`config.mk`:
```
export PLATFORM = sky130hd
export DESIGN_NAME = bch_wrapper_ecc_reader
export DESIGN_NICKNAME = d
export VERILOG_FILES = /design/src/rtl/bch_wrapper_ecc_reader.sv
export SDC_FILE = /design/constraint.sdc
export NUM_CORES = 1
export LEC_CHECK = 0
export ABC_CLOCK_PERIOD_IN_PS = 5900
export CAP_MARGIN = 20
export CORE_ASPECT_RATIO = 1.25
export CORE_MARGIN = 2
export CORE_UTILIZATION = 50
export CTS_BUF_LIST = sky130_fd_sc_hd__clkbuf_8
export DETAILED_ROUTE_END_ITERATION = 8
export PLACE_DENSITY = 0.72
export SYNTH_ARGS = -nofsm -noshare
export SYNTH_HDL_FRONTEND = slang
export SYNTH_SLANG_ARGS = --single-unit
```
`constraint.sdc`:
```
create_clock -name I_clk -period 5.9 [get_ports I_clk]
set_clock_uncertainty 0.15 [all_clocks]
set_input_delay 0.59 -clock I_clk [delete_from_list [all_inputs] [get_ports I_clk]]
set_output_delay 0.59 -clock I_clk [all_outputs]
set_load 0.005 [all_outputs]
```
`src/rtl/bch_wrapper_ecc_reader.sv`:
```
// bch_wrapper_ecc_reader
// Fetches the stored BCH ECC words from external memory, reassembles the ECC
// vector and streams data bits then ECC bits (MSB first) to the decoder input.
// Optional feature macro: BCH_WRAPPER_PAD_CHECK_EN adds O_fmt_err, which flags
// nonzero pad bits above the ECC field in the top memory word.
module bch_wrapper_ecc_reader #(
    parameter int C_DATA_BITS     = 16,
    parameter int C_ECC_BITS      = 20,
    parameter int C_BITS          = 1,
    parameter int C_I_MEMADDR     = 0,
    parameter int C_MEM_ADDR_SIZE = 10,
    parameter int C_MEM_DATA_SIZE = 8
) (
    input  logic                       I_clk,
    input  logic                       I_rst,
    input  logic                       I_en,
    input  logic [C_DATA_BITS-1:0]     I_data,
    input  logic                       I_start,
    output logic [C_MEM_ADDR_SIZE-1:0] O_mem_raddr,
    output logic                       O_ren,
    input  logic [C_MEM_DATA_SIZE-1:0] I_mem_rdata,
    output logic                       O_cw_valid,
    output logic [C_BITS-1:0]          O_cw_data,
    output logic                       O_cw_first,
    output logic                       O_cw_last,
    input  logic                       I_cw_ready,
    output logic                       O_busy,
    output logic                       O_ready
`ifdef BCH_WRAPPER_PAD_CHECK_EN
    ,
    output logic                       O_fmt_err
`endif
);

    localparam int LP_MEM_WORDS = C_ECC_BITS / C_MEM_DATA_SIZE + 1;
    localparam int LP_BUF_BITS  = LP_MEM_WORDS * C_MEM_DATA_SIZE;
    localparam int LP_CW_BITS   = C_DATA_BITS + C_ECC_BITS;
    localparam int LP_BEATS     = LP_CW_BITS / C_BITS;
    localparam int LP_CNT_W     = $clog2(LP_MEM_WORDS + 1);
    localparam int LP_BEAT_W    = $clog2(LP_BEATS + 1);
    localparam logic [C_MEM_ADDR_SIZE-1:0] LP_BASE = C_MEM_ADDR_SIZE'(C_I_MEMADDR);

    typedef enum logic [1:0] {
        ST_IDLE   = 2'd0,
        ST_FETCH  = 2'd1,
        ST_STREAM = 2'd2,
        ST_DONE   = 2'd3
    } state_t;

    state_t                  state_r;
    logic                    start_d_r;
    logic [C_DATA_BITS-1:0]  data_r;
    logic [LP_BUF_BITS-1:0]  ecc_buf_r;
    logic [LP_CNT_W-1:0]     fetch_cnt_r;
    logic [LP_BEAT_W-1:0]    beat_cnt_r;
    logic [LP_CW_BITS-1:0]   shreg_r;
    logic                    start_edge_s;
    logic [LP_BUF_BITS-1:0]  ecc_full_s;

`ifdef BCH_WRAPPER_PAD_CHECK_EN
    localparam logic [LP_BUF_BITS-1:0] LP_PAD_MASK =
        ~((LP_BUF_BITS'(1) << C_ECC_BITS) - LP_BUF_BITS'(1));

    // Any set bit above the ECC field marks a malformed stored word.
    function automatic logic pad_nonzero(input logic [LP_BUF_BITS-1:0] buf_v);
        pad_nonzero = |(buf_v & LP_PAD_MASK);
    endfunction
`else
    logic unused_pad_s;
    assign unused_pad_s = ^ecc_full_s[LP_BUF_BITS-1:C_ECC_BITS];
`endif

    assign start_edge_s = I_start & ~start_d_r;
    assign O_cw_data    = shreg_r[LP_CW_BITS-1 -: C_BITS];

    // Full ECC vector as it will look once the top word arriving now is captured.
    always_comb begin
        ecc_full_s = ecc_buf_r;
        ecc_full_s[(LP_MEM_WORDS-1)*C_MEM_DATA_SIZE +: C_MEM_DATA_SIZE] = I_mem_rdata;
    end

    // Control FSM with registered memory, stream and status outputs.
    always_ff @(posedge I_clk or posedge I_rst) begin
        if (I_rst) begin
            state_r     <= ST_IDLE;
            start_d_r   <= 1'b0;
            data_r      <= '0;
            ecc_buf_r   <= '0;
            fetch_cnt_r <= '0;
            beat_cnt_r  <= '0;
            shreg_r     <= '0;
            O_mem_raddr <= LP_BASE;
            O_ren       <= 1'b0;
            O_cw_valid  <= 1'b0;
            O_cw_first  <= 1'b0;
            O_cw_last   <= 1'b0;
            O_busy      <= 1'b0;
            O_ready     <= 1'b0;
`ifdef BCH_WRAPPER_PAD_CHECK_EN
            O_fmt_err   <= 1'b0;
`endif
        end else begin
            // Tracks I_start even when disabled so a held start never re-fires.
            start_d_r <= I_start;
            if (!I_en) begin
                state_r     <= ST_IDLE;
                data_r      <= '0;
                ecc_buf_r   <= '0;
                fetch_cnt_r <= '0;
                beat_cnt_r  <= '0;
                shreg_r     <= '0;
                O_mem_raddr <= LP_BASE;
                O_ren       <= 1'b0;
                O_cw_valid  <= 1'b0;
                O_cw_first  <= 1'b0;
                O_cw_last   <= 1'b0;
                O_busy      <= 1'b0;
                O_ready     <= 1'b0;
`ifdef BCH_WRAPPER_PAD_CHECK_EN
                O_fmt_err   <= 1'b0;
`endif
            end else begin
                O_ready <= 1'b0;
                case (state_r)
                    ST_IDLE: begin
                        if (start_edge_s) begin
                            data_r      <= I_data;
                            ecc_buf_r   <= '0;
                            fetch_cnt_r <= '0;
                            O_busy      <= 1'b1;
                            O_ren       <= 1'b1;
                            O_mem_raddr <= LP_BASE;
`ifdef BCH_WRAPPER_PAD_CHECK_EN
                            O_fmt_err   <= 1'b0;
`endif
                            state_r     <= ST_FETCH;
                        end
                    end
                    ST_FETCH: begin
                        // Word k returns while fetch_cnt_r == k+1.
                        for (int k = 0; k < LP_MEM_WORDS; k++) begin
                            if (fetch_cnt_r == LP_CNT_W'(k + 1)) begin
                                ecc_buf_r[k*C_MEM_DATA_SIZE +: C_MEM_DATA_SIZE] <= I_mem_rdata;
                            end
                        end
                        if (fetch_cnt_r == LP_CNT_W'(LP_MEM_WORDS)) begin
                            shreg_r     <= {data_r, ecc_full_s[C_ECC_BITS-1:0]};
                            beat_cnt_r  <= '0;
                            fetch_cnt_r <= '0;
                            O_cw_valid  <= 1'b1;
                            O_cw_first  <= 1'b1;
                            O_cw_last   <= (LP_BEATS == 1);
`ifdef BCH_WRAPPER_PAD_CHECK_EN
                            if (pad_nonzero(ecc_full_s)) begin
                                O_fmt_err <= 1'b1;
                            end
`endif
                            state_r     <= ST_STREAM;
                        end else begin
                            fetch_cnt_r <= fetch_cnt_r + LP_CNT_W'(1);
                            if (fetch_cnt_r < LP_CNT_W'(LP_MEM_WORDS - 1)) begin
                                O_ren       <= 1'b1;
                                O_mem_raddr <= O_mem_raddr + C_MEM_ADDR_SIZE'(1);
                            end else begin
                                O_ren <= 1'b0;
                            end
                        end
                    end
                    ST_STREAM: begin
                        if (O_cw_valid && I_cw_ready) begin
                            if (O_cw_last) begin
                                O_cw_valid <= 1'b0;
                                O_cw_first <= 1'b0;
                                O_cw_last  <= 1'b0;
                                shreg_r    <= '0;
                                beat_cnt_r <= '0;
                                O_ready    <= 1'b1;
                                O_busy     <= 1'b0;
                                state_r    <= ST_DONE;
                            end else begin
                                shreg_r    <= {shreg_r[LP_CW_BITS-C_BITS-1:0], {C_BITS{1'b0}}};
                                beat_cnt_r <= beat_cnt_r + LP_BEAT_W'(1);
                                O_cw_first <= 1'b0;
                                O_cw_last  <= (beat_cnt_r == LP_BEAT_W'(LP_BEATS - 2));
                            end
                        end
                    end
                    ST_DONE: begin
                        state_r <= ST_IDLE;
                    end
                    default: begin
                        state_r <= ST_IDLE;
                    end
                endcase
            end
        end
    end

endmodule

```
==> metrics.md <==
| Metric | Value |
|---|---|
| Reg2Reg Launch Point | state_r[1]$_DFFE_PP0P_ |
| Via density | 5.66 |
| Cts hold-fix bufs | 0 |
| Syn_area_per_cell | 10.1 sq um |
| Rows | 38 |
| Final net count | 512 |
| Gate power share | 28.9% |
| Synth Warn # | 0 |
| RSZ-0062 raised after global routing | no |
| Total GRT Usage | 20.9% |
| Post-CTS Resized | 0 |
| Fin crit period | 2.72 ns |
| Buf/Inv on CP | 2 |
| Run status | finished clean |
| CTS Buffer Depth | 2 |
| Cell family with most CP delay | simple AND/OR/NAND/NOR gates |
| Rel. slew slack | 38.8% |
| GR Overflow Total | 0 |
| Cells after synthesis | 441 |
| CP Launch Point | state_r[1]$_DFFE_PP0P_ |
| Ant. Diodes | 0 |
| Reg clk slew, reported paths | 0.08 ns |
| Min-delay src | shreg_r[0]$_DFFE_PP0P_ |
| Fmax | 0.368 GHz |
| FFs w/ async S/R, synth | 100% |
| Synth Flop Type | dfrtp_1 |
| Die Wd | 88.4 microns |
| Gpl congestion | 0.802 |
| Crit path max fanout | 49 |
| Critical Path AT | 2.86 ns |
| Crit path kind | register to register |
| Chip Height | 110 microns |
| Antenna-violating nets left | 0 |
| Max-Cap Viols | 0 |
| Top-level I/O count | 46 |
| Sequential power share | 48.8% |
| Clk Tree Root Cell | clkbuf_8 |
| TritonCTS buffer count | 9 |
| Clock Latency Late Sink | 0.36 ns |
| Sw frac | 33.2% |
| Antenna violations before repair | 0 |
| EDFF count, synth | 0 |
| CP startpoint kind | register |
| Fin crit share | 46.1% |
| NetSw | 567 uW |
| Slowest stage delay, CP | 0.56 ns |
| Syn Nets | 479 |
| Final Hold Vio Count | 0 |
| Drt first pass iters | 4 |
| Int Pwr | 1.14 mW |
| Worst-margin pin slew | 0.918 ns |
| Core ar. | 0.00865 sq mm |
| Flop2flop setup slack | 3.18 ns |
| DP HPWL | 5840 microns |
| Critical-path cell list | inv_1 -> ha_1 -> mux2i_1 -> o21a_1 -> buf_4 -> or4_1 -> a21oi_1 |
| Count of buffers from port buffering | 45 |
| Die area | 0.00969 sq mm |
| Synth area leader | dfrtp_1 |
| Area contributors post-synth | dfrtp_1, a221oi_1, nor2_1, nand2_1, mux2_2 |
| Worst hold path type | register to register |
| Yosys cell types | 41 |
| Largest net degree at the start of global routing | 74 |
| Hold_ws | 0.324 ns |
| Worst VDD drop | 0.217 mV |
| DRC | 0 |
| DRC marker count from the first detailed-route iteration | 226 |
| Max stage delay cell, worst path | or4_1 |
| # Post-CTS Setup Buffers | 0 |
| Filler instances | 764 |
| Worst Path Required | 6.04 ns |
| Share of total power in the clock network | 22.3% |
| CTS sink count | 95 |
| First-pass GRT wire length | 15600 microns |
| Vias post-DR | 3382 |
| Drt wl/cell | 15.6 microns |
| Synth Register Bits | 95 |
| DRT Wirelength | 9330 microns |
| CTS tree | done |
| Post-synthesis sequential area ratio | 53.3% |
| Sum of negative setup slack | 0 ns |
| Endpoints failing setup | 0 |
| Leak | 2.28 nW |
| H-Tree Depth | 3 |
| Share of cells above drive strength 1 | 9.64% |
| Top-area cell type share of the netlist area | 53.3% |
| Max-slew violations | 0 |
| Synth Cell Area | 0.00446 sq mm |
| Starting Density | 51.5% |
| Pwr dens | 332 mW/mm^2 |
| Vias in the first global route | 3248 |
| Area delta synth->final | 15.4% |
| Setup crit end kind | register |
[state kept, by name (all words and copies together) (netlist names)]
signal,flops
fetch_cnt_r,2
O_busy,1
O_cw_last,1
state_r,2
shreg_r,36
ecc_buf_r,16
start_d_r,1
O_mem_raddr,10
O_ready,1
beat_cnt_r,6
O_cw_valid,1
O_cw_first,1
O_ren,1
data_r,16
[synthesized netlist by cell type, types with 2 or more instances]
| cell | instances |
|---|---|
| nand2_1 | 60 |
| mux2_2 | 16 |
| dfrtp_1 | 95 |
| o31ai_1 | 9 |
| o21ai_0 | 13 |
| a21o_1 | 2 |
| buf_2 | 10 |
| nand3b_1 | 2 |
| inv_1 | 7 |
| nor2b_1 | 7 |
| ha_1 | 9 |
| and3_1 | 10 |
| nand4_1 | 3 |
| o21a_1 | 2 |
| a21boi_0 | 16 |
| and2_1 | 2 |
| a31oi_1 | 4 |
| a21oi_1 | 7 |
| clkbuf_1 | 16 |
| nand3_1 | 13 |
| or4_1 | 4 |
| buf_4 | 3 |
| a221oi_1 | 35 |
| mux2i_1 | 2 |
| nor2_1 | 77 |
| o21ai_4 | 2 |
[power by group through the flow]
| stage | sequential [mW] | clock [mW] | combinational [mW] |
|---|---|---|---|
| 4_1_cts | 0.832 | 0.390 | 0.498 |
| 3_3_place_gp | 0.839 | 0 | 0.484 |
| 3_5_place_dp | 0.844 | 0 | 0.496 |
| 6_report | 0.832 | 0.380 | 0.494 |
| 5_1_grt | 0.846 | 0.417 | 0.549 |
| 2_1_floorplan | 0.825 | 0 | 0.379 |
[tightest hold or removal path, stage by stage, from the launching register on]
cell and delay [ns]:
dfrtp_1 0.35, nand2_1 0.05, nand2_1 0.05
[area by class of cell]
cell class	count	area (sq um)	share of cell area, %
tap	120	150	2.92
clock buffer	11	151	2.94
multi-input combinational	310	1930	37.5
timing repair buffer	51	495	9.63
clock inverter	3	12.5	0.243
sequential	95	2380	46.2
inverter	7	27.5	0.535
[per-layer routing]
| layer | global-route usage (%) | part of all wire, % | vias to the layer above |
|---|---|---|---|
| met3 | 3.68 | 3.2 | 17 |
| met2 | 33.5 | 50 | 71 |
| met5 | 0 | 0 | - |
| met1 | 27.9 | 45 | 1666 |
| li1 | - | - | 1628 |
| met4 | 9.42 | 2.3 | 0 |
[stage by stage]
step / power (mW) / util [%] / cells / setup WS (ns) / instance area (sq um)
after floorplan: 1.20 / - / 441 / 2.68 / 4460
after global placement: 1.32 / 57.5 / 583 / 3.02 / 4980
after detailed placement: 1.34 / 57.5 / 583 / 2.96 / 4980
after CTS: 1.72 / 59.4 / 597 / 3.17 / 5140
after global routing: 1.81 / 59.4 / 597 / 3.02 / 5140
final: 1.71 / 59.4 / 597 / 3.18 / 5140
[cell usage in the layout (no fill, tap or decap), drive strengths merged, types with 3 or more instances in the layout]
cell and n:
o31ai 9, clkdlybuf4s50 45, and3 10, nand4 3, mux2 16, a221oi 35
nand3 13, ha 9, nand2 60, nor2 78, o21ai 16, a31oi 4
clkbuf 11, or4 4, inv 8, a21boi 17, a21oi 7, nor2b 7
buf 6, dfrtp 95
[cell families after synthesis]
logic type                 share of synthesized area (%)
muxes                                               4.49
DFF                                                 53.3
xor gates and xnor gates                           0.197
and+or+nand+nor                                     18.6
buffers and inverters                               3.57
AOI/OAI and AO/OA                                   17.3
adders and majority gates                           2.53
[path summary, 6_finish.rpt]
kind                                              end  cells past startpoint
setup reg to reg            beat_cnt_r[5]$_DFFE_PP0P_                      7
setup / recovery            beat_cnt_r[5]$_DFFE_PP0P_                      7
min in group asynchronous      O_cw_first$_DFFE_PP0P_                      2
hold / removal                 shreg_r[0]$_DFFE_PP0P_                      2
max in group asynchronous  O_mem_raddr[1]$_DFFE_PP0P_                      3
hold reg to reg                shreg_r[0]$_DFFE_PP0P_                      2
(Power assumes the default switching activity.)
